File: config.mk
export PLATFORM = sky130hd
export DESIGN_NAME = sync_fifo_ext
export DESIGN_NICKNAME = d
export VERILOG_FILES = /design/src/rtl/sync_fifo_ext.sv
export SDC_FILE = /design/constraint.sdc
export NUM_CORES = 1
export LEC_CHECK = 0
export CORE_ASPECT_RATIO = 0.9
export CORE_UTILIZATION = 43
export CTS_CLUSTER_SIZE = 14
export DETAILED_ROUTE_END_ITERATION = 6
export PLACE_DENSITY_LB_ADDON = 0.2
export SLEW_MARGIN = 30
export SYNTH_ARGS = -nofsm -noshare
export SYNTH_HDL_FRONTEND = slang
export SYNTH_SLANG_ARGS = --single-unit
File: constraint.sdc
create_clock -name clk -period 4.55 [get_ports clk]
set_input_delay 1.1375 -clock clk [delete_from_list [all_inputs] [get_ports clk]]
set_output_delay 1.1375 -clock clk [all_outputs]
set_load 0.02 [all_outputs]
File: src/rtl/sync_fifo_ext.sv
`timescale 1ns/1ps
`default_nettype none
// ============================================================================
//  Module      : sync_fifo_ext
//  Description : Single-clock FIFO with internal register storage, level
//                output, almost-full/almost-empty thresholds, sticky
//                overflow/underflow flags and a selectable read mode
//                (registered read or first-word-fall-through).
//  Revision    : 1.0 - initial release
// ============================================================================
module sync_fifo_ext #(
    parameter int DEPTH     = 32,
    parameter int DATA_W    = 32,
    parameter int AFULL_TH  = DEPTH - 2,
    parameter int AEMPTY_TH = 2,
    parameter int FWFT      = 0,
    localparam int LVL_W    = $clog2(DEPTH + 1)
) (
    input  logic              clk,
    input  logic              rst,
    input  logic              wreq,
    input  logic [DATA_W-1:0] wdata,
    output logic              full_flg,
    output logic              afull_flg,
    input  logic              rreq,
    output logic [DATA_W-1:0] rdata,
    output logic              rvalid,
    output logic              empty_flg,
    output logic              aempty_flg,
    output logic [LVL_W-1:0]  level,
    output logic              ovf_flg,
    output logic              udf_flg,
    input  logic              clr_err
);

    localparam int               c_PTR_W    = $clog2(DEPTH);
    localparam logic [c_PTR_W-1:0] c_PTR_LAST = c_PTR_W'(DEPTH - 1);
    localparam logic [c_PTR_W-1:0] c_PTR_ONE  = c_PTR_W'(1);
    localparam logic [LVL_W-1:0] c_LVL_FULL = LVL_W'(DEPTH);
    localparam logic [LVL_W-1:0] c_LVL_ONE  = LVL_W'(1);
    localparam logic [LVL_W-1:0] c_AFULL    = LVL_W'(AFULL_TH);
    localparam logic [LVL_W-1:0] c_AEMPTY   = LVL_W'(AEMPTY_TH);

    // Elaboration-time sanity checks on the parameter set
    if (DEPTH < 2) begin : g_chk_depth
        $error("sync_fifo_ext: DEPTH must be >= 2");
    end
    if ((AFULL_TH < 0) || (AFULL_TH > DEPTH)) begin : g_chk_afull
        $error("sync_fifo_ext: AFULL_TH must lie in 0..DEPTH");
    end
    if ((AEMPTY_TH < 0) || (AEMPTY_TH > DEPTH)) begin : g_chk_aempty
        $error("sync_fifo_ext: AEMPTY_TH must lie in 0..DEPTH");
    end
    if ((FWFT != 0) && (FWFT != 1)) begin : g_chk_fwft
        $error("sync_fifo_ext: FWFT must be 0 or 1");
    end

    logic [DATA_W-1:0]  r_mem_q [DEPTH];
    logic [c_PTR_W-1:0] r_wptr_q, w_wptr_d;
    logic [c_PTR_W-1:0] r_rptr_q, w_rptr_d;
    logic [LVL_W-1:0]   r_level_q, w_level_d;
    logic               r_ovf_q, w_ovf_d;
    logic               r_udf_q, w_udf_d;
    logic               w_wr_acc;
    logic               w_rd_acc;

    // Status flags are pure decodes of the registered level
    assign full_flg   = (r_level_q == c_LVL_FULL);
    assign empty_flg  = (r_level_q == '0);
    assign afull_flg  = (r_level_q >= c_AFULL);
    assign aempty_flg = (r_level_q <= c_AEMPTY);
    assign level      = r_level_q;
    assign ovf_flg    = r_ovf_q;
    assign udf_flg    = r_udf_q;

    // Acceptance, pointer wrap, level update and sticky error next-state
    always_comb begin
        w_wr_acc  = wreq & ~full_flg;
        w_rd_acc  = rreq & ~empty_flg;
        w_wptr_d  = r_wptr_q;
        w_rptr_d  = r_rptr_q;
        w_level_d = r_level_q;

        // Pointers wrap explicitly so non-power-of-two depths work
        if (w_wr_acc) begin
            w_wptr_d = (r_wptr_q == c_PTR_LAST) ? '0 : r_wptr_q + c_PTR_ONE;
        end
        if (w_rd_acc) begin
            w_rptr_d = (r_rptr_q == c_PTR_LAST) ? '0 : r_rptr_q + c_PTR_ONE;
        end

        case ({w_wr_acc, w_rd_acc})
            2'b10:   w_level_d = r_level_q + c_LVL_ONE;
            2'b01:   w_level_d = r_level_q - c_LVL_ONE;
            default: w_level_d = r_level_q;
        endcase

        // A new error in the same cycle as clr_err keeps the flag set
        w_ovf_d = (wreq & full_flg)  | (r_ovf_q & ~clr_err);
        w_udf_d = (rreq & empty_flg) | (r_udf_q & ~clr_err);
    end

    // Control state registers with synchronous reset
    always_ff @(posedge clk) begin
        if (rst) begin
            r_wptr_q  <= '0;
            r_rptr_q  <= '0;
            r_level_q <= '0;
            r_ovf_q   <= 1'b0;
            r_udf_q   <= 1'b0;
        end else begin
            r_wptr_q  <= w_wptr_d;
            r_rptr_q  <= w_rptr_d;
            r_level_q <= w_level_d;
            r_ovf_q   <= w_ovf_d;
            r_udf_q   <= w_udf_d;
        end
    end

    // Storage array; contents need no reset, reset only blocks the write
    always_ff @(posedge clk) begin
        if (w_wr_acc && !rst) begin
            r_mem_q[r_wptr_q] <= wdata;
        end
    end

    if (FWFT == 0) begin : g_reg_read
        logic [DATA_W-1:0] r_rdata_q, w_rdata_d;
        logic              r_rvalid_q, w_rvalid_d;

        // Load the head word on a pop; otherwise hold data and drop valid
        always_comb begin
            w_rdata_d  = r_rdata_q;
            w_rvalid_d = 1'b0;
            if (w_rd_acc) begin
                w_rdata_d  = r_mem_q[r_rptr_q];
                w_rvalid_d = 1'b1;
            end
        end

        // Registered read-data stage
        always_ff @(posedge clk) begin
            if (rst) begin
                r_rdata_q  <= '0;
                r_rvalid_q <= 1'b0;
            end else begin
                r_rdata_q  <= w_rdata_d;
                r_rvalid_q <= w_rvalid_d;
            end
        end

        assign rdata  = r_rdata_q;
        assign rvalid = r_rvalid_q;
    end else begin : g_fwft_read
        // Head word is presented directly; forced to zero while empty so
        // stale storage never leaks out (and rdata reads 0 after reset)
        assign rvalid = ~empty_flg;
        assign rdata  = empty_flg ? '0 : r_mem_q[r_rptr_q];
    end

endmodule
`default_nettype wire

==> out/metrics.csv, run 1 <==
stage;metric;value;unit
critical_path;worst reg2reg path startpoint;level[1];
detailed_routing;DRT Pass-1 Iters;7;
timing;Max-slew headroom;0.3330;
critical_path;flop-to-flop setup slack;950;ps
timing;post-route clock period utilization;0.8340;
clock_tree;worst-skew pair later-pin latency;670;ps
floorplan;io pins;82;
detailed_routing;initial DRC count;1729;
floorplan;row cnt;107;
clock_tree;Max clock buf depth;3;
synth;Yosys top cell area share;0.7502;
synth;Synth async-reset ratio;0;
final_layout;net count reported at finish;2078;
detailed_routing;Routed Antenna Nets;0;
critical_path;element type at the critical path start;flop;
critical_path;worst path cell trace;or4_1, nor3_1, clkdlybuf4s50_1;
placed_design;GP Congestion;0.7938;
critical_path;worst path arrival time;2660;ps
timing;Slew Limit Fails;0;
critical_path;Worst Reg-to-Reg Cells;10;
run_status;failing checks;DRC;
synth;yosys warns;0;
synth;cell area after synthesis;0.04099;mm^2
power_and_ir_drop;Sequential Power Share;0.465;
power_and_ir_drop;Leak Pwr;15.05;nW
clock_tree;# clock sinks;1075;
critical_path;CP Class;flop to primary output;
clock_tree;cts repair resizes;0;
detailed_routing;via density per instance;5.745;
critical_path;Crit. End Element;primary output;
final_layout;leading cell type in the layout, fill and taps excluded;edfxtp_1;
detailed_routing;Routed Wire Length;96.92;mm
timing;RSZ-0062 raised after global routing;false;
floorplan;initial core utilization;0.4336;
critical_path;critical path peak fanout;10;
timing;Worst Max-Slew Pin Slew;1001;ps
timing;Total Neg Setup Slack;0;ps
timing;minimum clock period after layout;3795;ps
synth;Synth area leaders;edfxtp_1, mux4_2, dfxtp_1, mux2i_1, nor2_1;
detailed_routing;via count;19380;
run_status;status;complete, but fails checks;
critical_path;Top delay family on crit path;simple AND/OR/NAND/NOR gates;
detailed_routing;Residual DRC;1;
global_route;grt ovf;0;
final_layout;fin cells;3374;
timing;worst clock skew;18.86;ps
worst_hold_path;WHS Path Cells;1;
clock_tree;H-tree Lvls;3;
placed_design;placed cells;3175;
placed_design;post-detail-place hpwl;56.04;mm
final_layout;leading cell types in the layout, fill and taps excluded;edfxtp_1, mux4_2, clkbuf_16;
timing;# setup viols final;0;
power_and_ir_drop;P_sw;6.143;mW
clock_tree;Post-CTS Hold Buffers;0;
clock_tree;CTS root buffer;clkbuf_16;
synth;Netlist cell types;54;
power_and_ir_drop;Sw Share;0.2502;
global_route;vias in the first global route;19880;
global_route;global-route wire length before repair;140.7;mm
timing;final hold violations;0;
clock_tree;CTS buffer count;107;
worst_hold_path;Worst Hold End;rdata[13];
power_and_ir_drop;VDD IR max;326.4;uV
worst_hold_path;Hold Path Class;flop to flop;
power_and_ir_drop;Gate power share;0.177;
critical_path;CP bufs+invs;1;
job;Max Cap Viol;0;
worst_hold_path;worst hold start;rdata[13];
global_route;antenna violations before repair;2;
power_and_ir_drop;internal power;18.41;mW
final_layout;share of layout cells above drive strength 1;0.2683;
placed_design;PortBufs;81;
detailed_routing;drt wl/cell;28.72;um
synth;largest area contributor in the netlist;edfxtp_1;
synth;sequential-to-total area share from yosys stat;0.7751;
floorplan;Die ar.;0.09656;mm^2
critical_path;Data required, critical path;3410;ps
floorplan;Die H;294.9;um
synth;top_reg_cell synth;edfxtp_1;
critical_path;slowest cell on the critical path;or4_1;
final_layout;Area Overhead vs Synth;15.77;%
synth;Seq cells post-synth;1075;
synth;Syn Inst Count;1859;
critical_path;slowest stage delay, CP;680;ps
timing;Achievable Freq;263.5;MHz
clock_tree;TritonCTS clock tree;built;
power_and_ir_drop;Clk pwr share;0.358;
synth;Syn Nets;1906;
critical_path;Reg-to-Reg End;level[4];
floorplan;die width;327.4;um
global_route;pin count of the biggest net entering global routing;89;
floorplan;Core ar.;0.09452;mm^2
clock_tree;Post-CTS Repair Setup Buffers;0;
synth;Post-synth EDFFs;1024;
synth;syn_area_per_cell;22.05;um^2
clock_tree;clock slew at reported path FFs;60;ps
global_route;GRT Total Usage;0.2040;
power_and_ir_drop;PwrDens;517.5;mW/mm^2
final_layout;ant diodes;0;
per-layer routing:
layer	part of all wire	track usage	up-vias
met4	0.024	0.05687	4
li1	-	-	8190
met1	0.43	0.2869	10540
met5	0.00022	0	-
met2	0.49	0.3307	527
met3	0.050	0.03305	122
worst max path at each step:
stage | start | to | slack (ps) | cells past startpoint
after floorplan | wreq | r_mem_q[29][0] | 930 | 5
final | level[1] | empty_flg | 760 | 3
after detailed placement | wreq | r_mem_q[30][28] | 570 | 6
after global routing | level[2] | empty_flg | 630 | 3
after global placement | rreq | level[4] | 550 | 11
after CTS | level[2] | empty_flg | 710 | 3
sequential cells by signal, indices dropped and copies added (netlist names):
register and flops:
level 6, ovf_flg 1, r_mem_q 1024, r_rptr_q 5, r_wptr_q 5, rdata 32, rvalid 1, udf_flg 1
worst register-to-register path, cell delays in order (launching register included):
cell	delay (ps)
dfxtp_1	410
or4_1	680
o31ai_4	440
inv_2	200
ha_1	390
xor2_1	210
ha_1	200
a21oi_1	270
a32oi_1	160
a21oi_1	170
mux2_2	340
cell type report:
class / instances / area, um^2
fillers: 7602 / 47070
flip-flops and latches: 1075 / 31790
multi-input cells: 673 / 8972
clock buffers: 147 / 2960
repair buffers: 168 / 1582
well taps: 1253 / 1568
clock inverters: 52 / 560.5
inverters: 6 / 22.52
stage by stage:
step | setup WS [ps] | area (um^2) | hold WS, ps | power, mW | utilization
floorplan | 925.4 | 40990 | 492.9 | 14.46 | -
global placement | 549.0 | 44050 | 494.3 | 16.07 | 0.4660
detailed placement | 573.6 | 43950 | 494.2 | 16.09 | 0.4650
CTS | 705.9 | 47470 | 513.5 | 24.87 | 0.5022
global route | 626.9 | 47450 | 527.1 | 25.45 | 0.5020
finish | 755.1 | 47450 | 506.7 | 24.55 | 0.5020
power by group through the flow:
stage	Combinational [mW]	Sequential [mW]	Clock (mW)
final	4.34	11.4	8.79
after global routing	4.66	11.5	9.34
after CTS	4.45	11.4	8.98
after detailed placement	4.43	11.7	0
after global placement	4.42	11.7	0
after floorplan	2.92	11.5	0
logic make-up after synthesis:
logic type,count (synthesis),synth area share
adder cells (fa/ha/maj),10,0.003053
AO/OA/AOI/OAI,136,0.02583
flip-flops,1075,0.7751
AND/OR/NAND/NOR,167,0.01871
multiplexers,356,0.1643
buffers and inverters,111,0.01209
XOR/XNOR,4,0.0008547
cells in the mapped netlist (4+ instances only):
| library cell | instances |
|---|---|
| a2111o_1 | 30 |
| a211oi_1 | 30 |
| a21oi_1 | 16 |
| and3_1 | 4 |
| buf_1 | 6 |
| buf_2 | 39 |
| buf_4 | 6 |
| clkbuf_1 | 53 |
| dfxtp_1 | 51 |
| edfxtp_1 | 1024 |
| ha_1 | 10 |
| mux2_2 | 5 |
| mux2i_1 | 98 |
| mux4_2 | 253 |
| nand2_1 | 11 |
| nand2b_1 | 4 |
| nand3b_1 | 4 |
| nor2_1 | 112 |
| nor2b_1 | 5 |
| nor3_1 | 6 |
| o21ai_0 | 9 |
| o22ai_1 | 32 |
| or3_1 | 4 |
| or4_1 | 5 |
| xor2_1 | 4 |
No activity file was read; power rests on OpenSTA's default activity.
==> run 2, diff against run 1 <==
==> constraint.sdc (replaced) <==
create_clock -name clk -period 3.5 [get_ports clk]
set_input_delay 0.875 -clock clk [delete_from_list [all_inputs] [get_ports clk]]
set_output_delay 0.875 -clock clk [all_outputs]
set_load 0.02 [all_outputs]
==> run 2 against run 1 <==
Effect of this change:
- the flow still finishes with violations (DRC)
- sequential power increased by 29%
- critical path depth unchanged
- final cell count increased by 2.1%
- clock power rose by 29%
- wire length increased by 3.1%
==> out/metrics.csv, run 2 (synthesis results as in run 1) <==
stage;metric;value;unit
timing;# setup viols final;0;
power_and_ir_drop;internal power;23.91;mW
floorplan;Die H;294.9;um
power_and_ir_drop;PwrDens;669.0;mW/mm^2
final_layout;net count reported at finish;2147;
final_layout;Filler Cell Count;7546;
timing;minimum clock period after layout;3364;ps
detailed_routing;drt wl/cell;29.03;um
critical_path;worst reg2reg path startpoint;level[3];
timing;worst clock skew;31.63;ps
critical_path;Crit. End Element;primary output;
critical_path;worst path cell trace;or4_1, nor2_1, clkdlybuf4s50_1;
placed_design;GP Congestion;0.8109;
timing;RSZ-0062 raised after global routing;false;
final_layout;post-layout util;0.5089;
final_layout;register area;0.03179;mm^2
timing;Slew Limit Fails;0;
final_layout;max reg flops;1024;
clock_tree;worst-skew pair later-pin latency;680;ps
timing;Max-slew headroom;0.4882;
critical_path;flop-to-flop setup slack;390;ps
timing;Achievable Freq;297.2;MHz
global_route;vias in the first global route;20410;
detailed_routing;Residual DRC;2;
run_status;status;complete, but fails checks;
detailed_routing;initial DRC count;1813;
timing;final hold violations;0;
timing;post-route clock period utilization;0.9613;
worst_hold_path;Hold Path Class;flop to flop;
critical_path;CP bufs+invs;1;
critical_path;Reg-to-Reg End;level[4];
critical_path;critical path peak fanout;9;
floorplan;Die ar.;0.09656;mm^2
timing;setup ws final;135.5;ps
global_route;antenna violations before repair;3;
power_and_ir_drop;final total power;32.18;mW
placed_design;post-detail-place hpwl;60.37;mm
critical_path;slowest cell on the critical path;or4_1;
clock_tree;Post-CTS Repair Setup Buffers;0;
detailed_routing;Routed Antenna Nets;0;
critical_path;Worst Reg-to-Reg Cells;10;
clock_tree;TritonCTS clock tree;built;
job;Max Cap Viol;0;
floorplan;die width;327.4;um
floorplan;row cnt;107;
worst_hold_path;worst hold start;rdata[30];
final_layout;Largest Register;r_mem_q;
worst_hold_path;Worst Hold End;rdata[30];
worst_hold_path;WHS Path Cells;1;
clock_tree;CTS buffer count;106;
placed_design;PortBufs;81;
power_and_ir_drop;Sw Share;0.2569;
detailed_routing;via count;19800;
critical_path;Top delay family on crit path;simple AND/OR/NAND/NOR gates;
clock_tree;cts repair resizes;1;
clock_tree;# clock sinks;1075;
critical_path;worst path arrival time;2490;ps
power_and_ir_drop;VDD IR max;408.4;uV
final_layout;Area Overhead vs Synth;17.36;%
global_route;global-route wire length before repair;143.9;mm
final_layout;share of layout cells above drive strength 1;0.2817;
timing;Total Neg Setup Slack;0;ps
power_and_ir_drop;Sequential Power Share;0.457;
clock_tree;Max clock buf depth;3;
floorplan;Core ar.;0.09452;mm^2
timing;final hold slack;510.6;ps
final_layout;leading cell type in the layout, fill and taps excluded;edfxtp_1;
detailed_routing;DRT Pass-1 Iters;7;
global_route;pin count of the biggest net entering global routing;50;
timing;Worst Max-Slew Pin Slew;767.7;ps
clock_tree;clock slew at reported path FFs;60;ps
critical_path;slowest stage delay, CP;620;ps
floorplan;io pins;82;
power_and_ir_drop;Leak Pwr;15.39;nW
clock_tree;Post-CTS Hold Buffers;0;
clock_tree;H-tree Lvls;3;
final_layout;leading cell types in the layout, fill and taps excluded;edfxtp_1, mux4_2, buf_4;
final_layout;footprint of the multi-input gates;0.008972;mm^2
floorplan;initial core utilization;0.4336;
power_and_ir_drop;Clk pwr share;0.350;
power_and_ir_drop;Gate power share;0.193;
critical_path;Data required, critical path;2620;ps
placed_design;post-placement worst setup slack;324.3;ps
global_route;GRT Total Usage;0.2091;
critical_path;CP Class;flop to primary output;
critical_path;element type at the critical path start;flop;
run_status;failing checks;DRC;
power_and_ir_drop;P_sw;8.267;mW
clock_tree;CTS root buffer;clkbuf_16;
global_route;grt ovf;0;
detailed_routing;via density per instance;5.748;
detailed_routing;Routed Wire Length;99.97;mm
run 2: cell count changes in the layout (fill, tap and decap cells not counted), moves of 2 or more:
cell / previous run / this run
clkbuf_8: 9 / 4
buf_12: 19 / 26
clkdlybuf4s50_1: 57 / 79
buf_4: 68 / 131
buf_2: 24 / 1
clkinvlp_4: 3 / 8
clkinv_2: 14 / 17
bufinv_16: 11 / 9
run 2: worst register-to-register path: stages, from the launching register on:
cell     delay [ps]
dfxtp_1         380
or4_1           620
o31ai_4         440
inv_2            70
ha_1            220
xor2_1          160
ha_1            190
a21oi_1         260
a32oi_1         150
a21oi_1         170
mux2_2          350
run 2: layout make-up:
class,instances,area share
Antenna cell,1,0.00005202
Clock buffer,141,0.06003
Clock inverter,57,0.01157
Inverter,6,0.0004682
Multi-Input combinational cell,673,0.1865
Sequential cell,1075,0.6608
Tap cell,1253,0.03259
Timing Repair Buffer,238,0.04799
run 2: worst max path at each step:
stage	start	to	slack, ps	depth (start not counted)
final	level[3]	full_flg	140	3
after global routing	level[3]	full_flg	20	3
after CTS	level[3]	full_flg	90	3
after detailed placement	rreq	level[4]	320	11
after global placement	rreq	level[4]	210	11
after floorplan	level[1]	level[4]	40	14
run 2: power groups by stage:
stage                     combinational (mW)  clock, mW  sequential, mW
after floorplan                         3.79          0            15.0
after global placement                  6.31          0            15.0
after detailed placement                6.33          0            15.0
after CTS                               6.35       11.5            14.7
after global routing                    6.65       11.9            14.7
final                                   6.22       11.3            14.7
run 2: stage by stage:
stage / area [um^2] / instances
CTS: 48100 / 3443
global placement: 44660 / 3245
detailed placement: 44660 / 3245
global route: 48100 / 3443
finish: 48100 / 3444
floorplan: 40990 / 1859
run 2: routing by layer:
metal  up-vias  track usage  wire, um
met3       142      0.03399      5962
met2       666       0.3313     47900
met4         4      0.05710      2450
met5         -            0        28
li1       8355            -         -
met1     10630       0.3014     43630
==> run 3, diff against run 2 <==
--- a/config.mk
+++ b/config.mk
@@ -9,6 +9,7 @@
 export CORE_UTILIZATION = 43
 export CTS_CLUSTER_SIZE = 14
 export DETAILED_ROUTE_END_ITERATION = 6
+export GPL_TIMING_DRIVEN = 0
 export PLACE_DENSITY_LB_ADDON = 0.2
 export SLEW_MARGIN = 30
 export SYNTH_ARGS = -nofsm -noshare
==> run 3 against run 2 <==
Effect of this change:
- the run still ends with DRC left
- wire length grew 4.5%
- critical path type is now flop to flop
- register-to-register slack lost 280 ps
- power down 1.3%
- combinational power decreased by 3%
- sequential share of layout area down 0.77 points
- critical path depth increased by 4
- via count increased by 2.1%
- global-route usage up 1.1 points
- largest cell class unchanged
==> out/metrics.csv, run 3 (synthesis results as in run 1) <==
stage;metric;value;unit
run_status;status;complete, but fails checks;
run_status;failing checks;DRC;
critical_path;critical path peak fanout;10;
worst_hold_path;Hold Path Class;flop to flop;
detailed_routing;via count;20210;
detailed_routing;via density per instance;5.841;
clock_tree;# clock sinks;1075;
placed_design;post-detail-place hpwl;70.55;mm
global_route;global-route wire length before repair;149.3;mm
timing;Worst Max-Slew Pin Slew;1052;ps
floorplan;Die H;294.9;um
timing;# setup viols final;0;
power_and_ir_drop;Sequential Power Share;0.460;
detailed_routing;initial DRC count;2084;
critical_path;Data required, critical path;4130;ps
critical_path;flop-to-flop setup slack;110;ps
clock_tree;TritonCTS clock tree;built;
floorplan;die width;327.4;um
global_route;vias in the first global route;20600;
final_layout;max reg flops;1024;
global_route;GRT Total Usage;0.2204;
floorplan;initial core utilization;0.4336;
final_layout;leading cell type in the layout, fill and taps excluded;edfxtp_1;
clock_tree;clock slew at reported path FFs;60;ps
placed_design;GP Congestion;0.8077;
global_route;grt ovf;0;
detailed_routing;Residual DRC;1;
placed_design;placed cells;3257;
clock_tree;worst-skew pair later-pin latency;690;ps
detailed_routing;Routed Antenna Nets;0;
timing;post-route clock period utilization;0.9690;
power_and_ir_drop;P_sw;8.290;mW
critical_path;Crit. End Element;flop;
critical_path;element type at the critical path start;flop;
timing;final hold violations;0;
job;Max Cap Viol;0;
clock_tree;CTS buffer count;108;
final_layout;post-layout util;0.5147;
clock_tree;Post-CTS Hold Buffers;0;
detailed_routing;DRT Pass-1 Iters;7;
power_and_ir_drop;Clk pwr share;0.350;
final_layout;share of layout cells above drive strength 1;0.2779;
floorplan;Die ar.;0.09656;mm^2
clock_tree;H-tree Lvls;3;
placed_design;PortBufs;81;
final_layout;Largest Register;r_mem_q;
power_and_ir_drop;Sw Share;0.2609;
detailed_routing;drt wl/cell;30.20;um
power_and_ir_drop;Leak Pwr;15.56;nW
detailed_routing;Routed Wire Length;104.5;mm
final_layout;net count reported at finish;2162;
power_and_ir_drop;Gate power share;0.191;
power_and_ir_drop;VDD IR max;378.1;uV
critical_path;worst reg2reg path startpoint;r_rptr_q[2];
timing;worst clock skew;22.73;ps
floorplan;row cnt;107;
critical_path;Setup crit end;rdata[13];
power_and_ir_drop;PwrDens;653.2;mW/mm^2
critical_path;Worst Reg-to-Reg Cells;7;
timing;Achievable Freq;294.9;MHz
critical_path;CP Class;flop to flop;
clock_tree;CTS root buffer;clkbuf_16;
power_and_ir_drop;internal power;23.49;mW
final_layout;leading cell types in the layout, fill and taps excluded;edfxtp_1, mux4_2, clkbuf_16;
global_route;antenna violations before repair;5;
floorplan;Core ar.;0.09452;mm^2
clock_tree;Max clock buf depth;3;
timing;minimum clock period after layout;3391;ps
critical_path;Worst Setup SP;r_rptr_q[2];
timing;RSZ-0062 raised after global routing;true;
critical_path;Reg-to-Reg End;rdata[13];
final_layout;Area Overhead vs Synth;18.69;%
timing;Slew Limit Fails;0;
final_layout;Filler Cell Count;7444;
timing;Max-slew headroom;0.2989;
global_route;pin count of the biggest net entering global routing;33;
critical_path;worst path arrival time;4030;ps
final_layout;fin cells;3460;
floorplan;io pins;82;
==> run 3: changes by cell type in the layout (fill, tap and decap cells not counted), sizes merged, moves of 4 or more <==
cell           delta
buf              -12
bufinv            -4
clkbuf           +66
clkdlybuf4s50    -32
clkinv            +4
clkinvlp          -7
==> run 3: layer usage <==
metal  share of wire  vias up  track usage  wire, um
li1                -     8368            -         -
met1            0.42    10930       0.3129     44210
met2            0.49      772       0.3567     50890
met3           0.070      137      0.03957      7320
met4           0.019        6      0.04981      2033
met5         0.00037        -            0        39
==> run 3: final cells by class <==
type | count | area, um^2 | share of cell area
Tap cell | 1253 | 1568 | 0.03223
Buffer | 105 | 519.2 | 0.01067
Sequential cell | 1075 | 31770 | 0.6531
Clock inverter | 49 | 446.7 | 0.009182
Timing Repair Buffer | 146 | 2372 | 0.04876
Clock buffer | 152 | 2970 | 0.06106
Antenna cell | 1 | 2.502 | 0.00005144
Inverter | 6 | 25.02 | 0.0005144
Multi-Input combinational cell | 673 | 8974 | 0.1845
==> run 3: stage by stage <==
step	hold slack [ps]	power, mW	worst slack (ps)	instance area [um^2]	TNS (ps)
2_1_floorplan	492.9	18.80	37.75	40990	0
6_report	477.8	31.78	108.7	48650	0
3_5_place_dp	461.9	21.01	-447.4	45270	-214490
5_1_grt	506.9	32.86	-30.41	48650	-30.41
3_3_place_gp	464.2	20.88	-2886	43370	-2500730
4_1_cts	481.3	32.06	15.14	48710	0
==> run 3: how the worst min path moves through the flow <==
stage / startpoint / endpoint / slack [ps] / cells after the start
global route: rdata[6] / rdata[6] / 510 / 1
floorplan: r_wptr_q[3] / r_wptr_q[3] / 490 / 2
CTS: rdata[6] / rdata[6] / 480 / 1
finish: rdata[6] / rdata[6] / 480 / 1
detailed placement: rdata[6] / rdata[6] / 460 / 1
global placement: rdata[6] / rdata[6] / 460 / 1
==> run 3: what timing repair did <==
action                     CTS  global route
pin swaps                    1             1
gates resized for setup     16            11
setup buffers                1             0
setup endpoints to repair  222             5
==> run 3: critical path, stage by stage (launching register included) <==
cell,delay (ps)
dfxtp_1,320
clkbuf_1,440
clkbuf_2,470
buf_1,620
mux4_2,350
mux2i_1,130
o311ai_0,770
a22o_1,230
==> run 3: power groups by stage <==
stage          combinational (mW)  clock, mW  sequential, mW
2_1_floorplan                3.79          0            15.0
3_3_place_gp                 5.99          0            14.9
5_1_grt                      6.47       11.8            14.6
4_1_cts                      6.14       11.3            14.6
3_5_place_dp                 6.11          0            14.9
6_report                     6.05       11.1            14.6
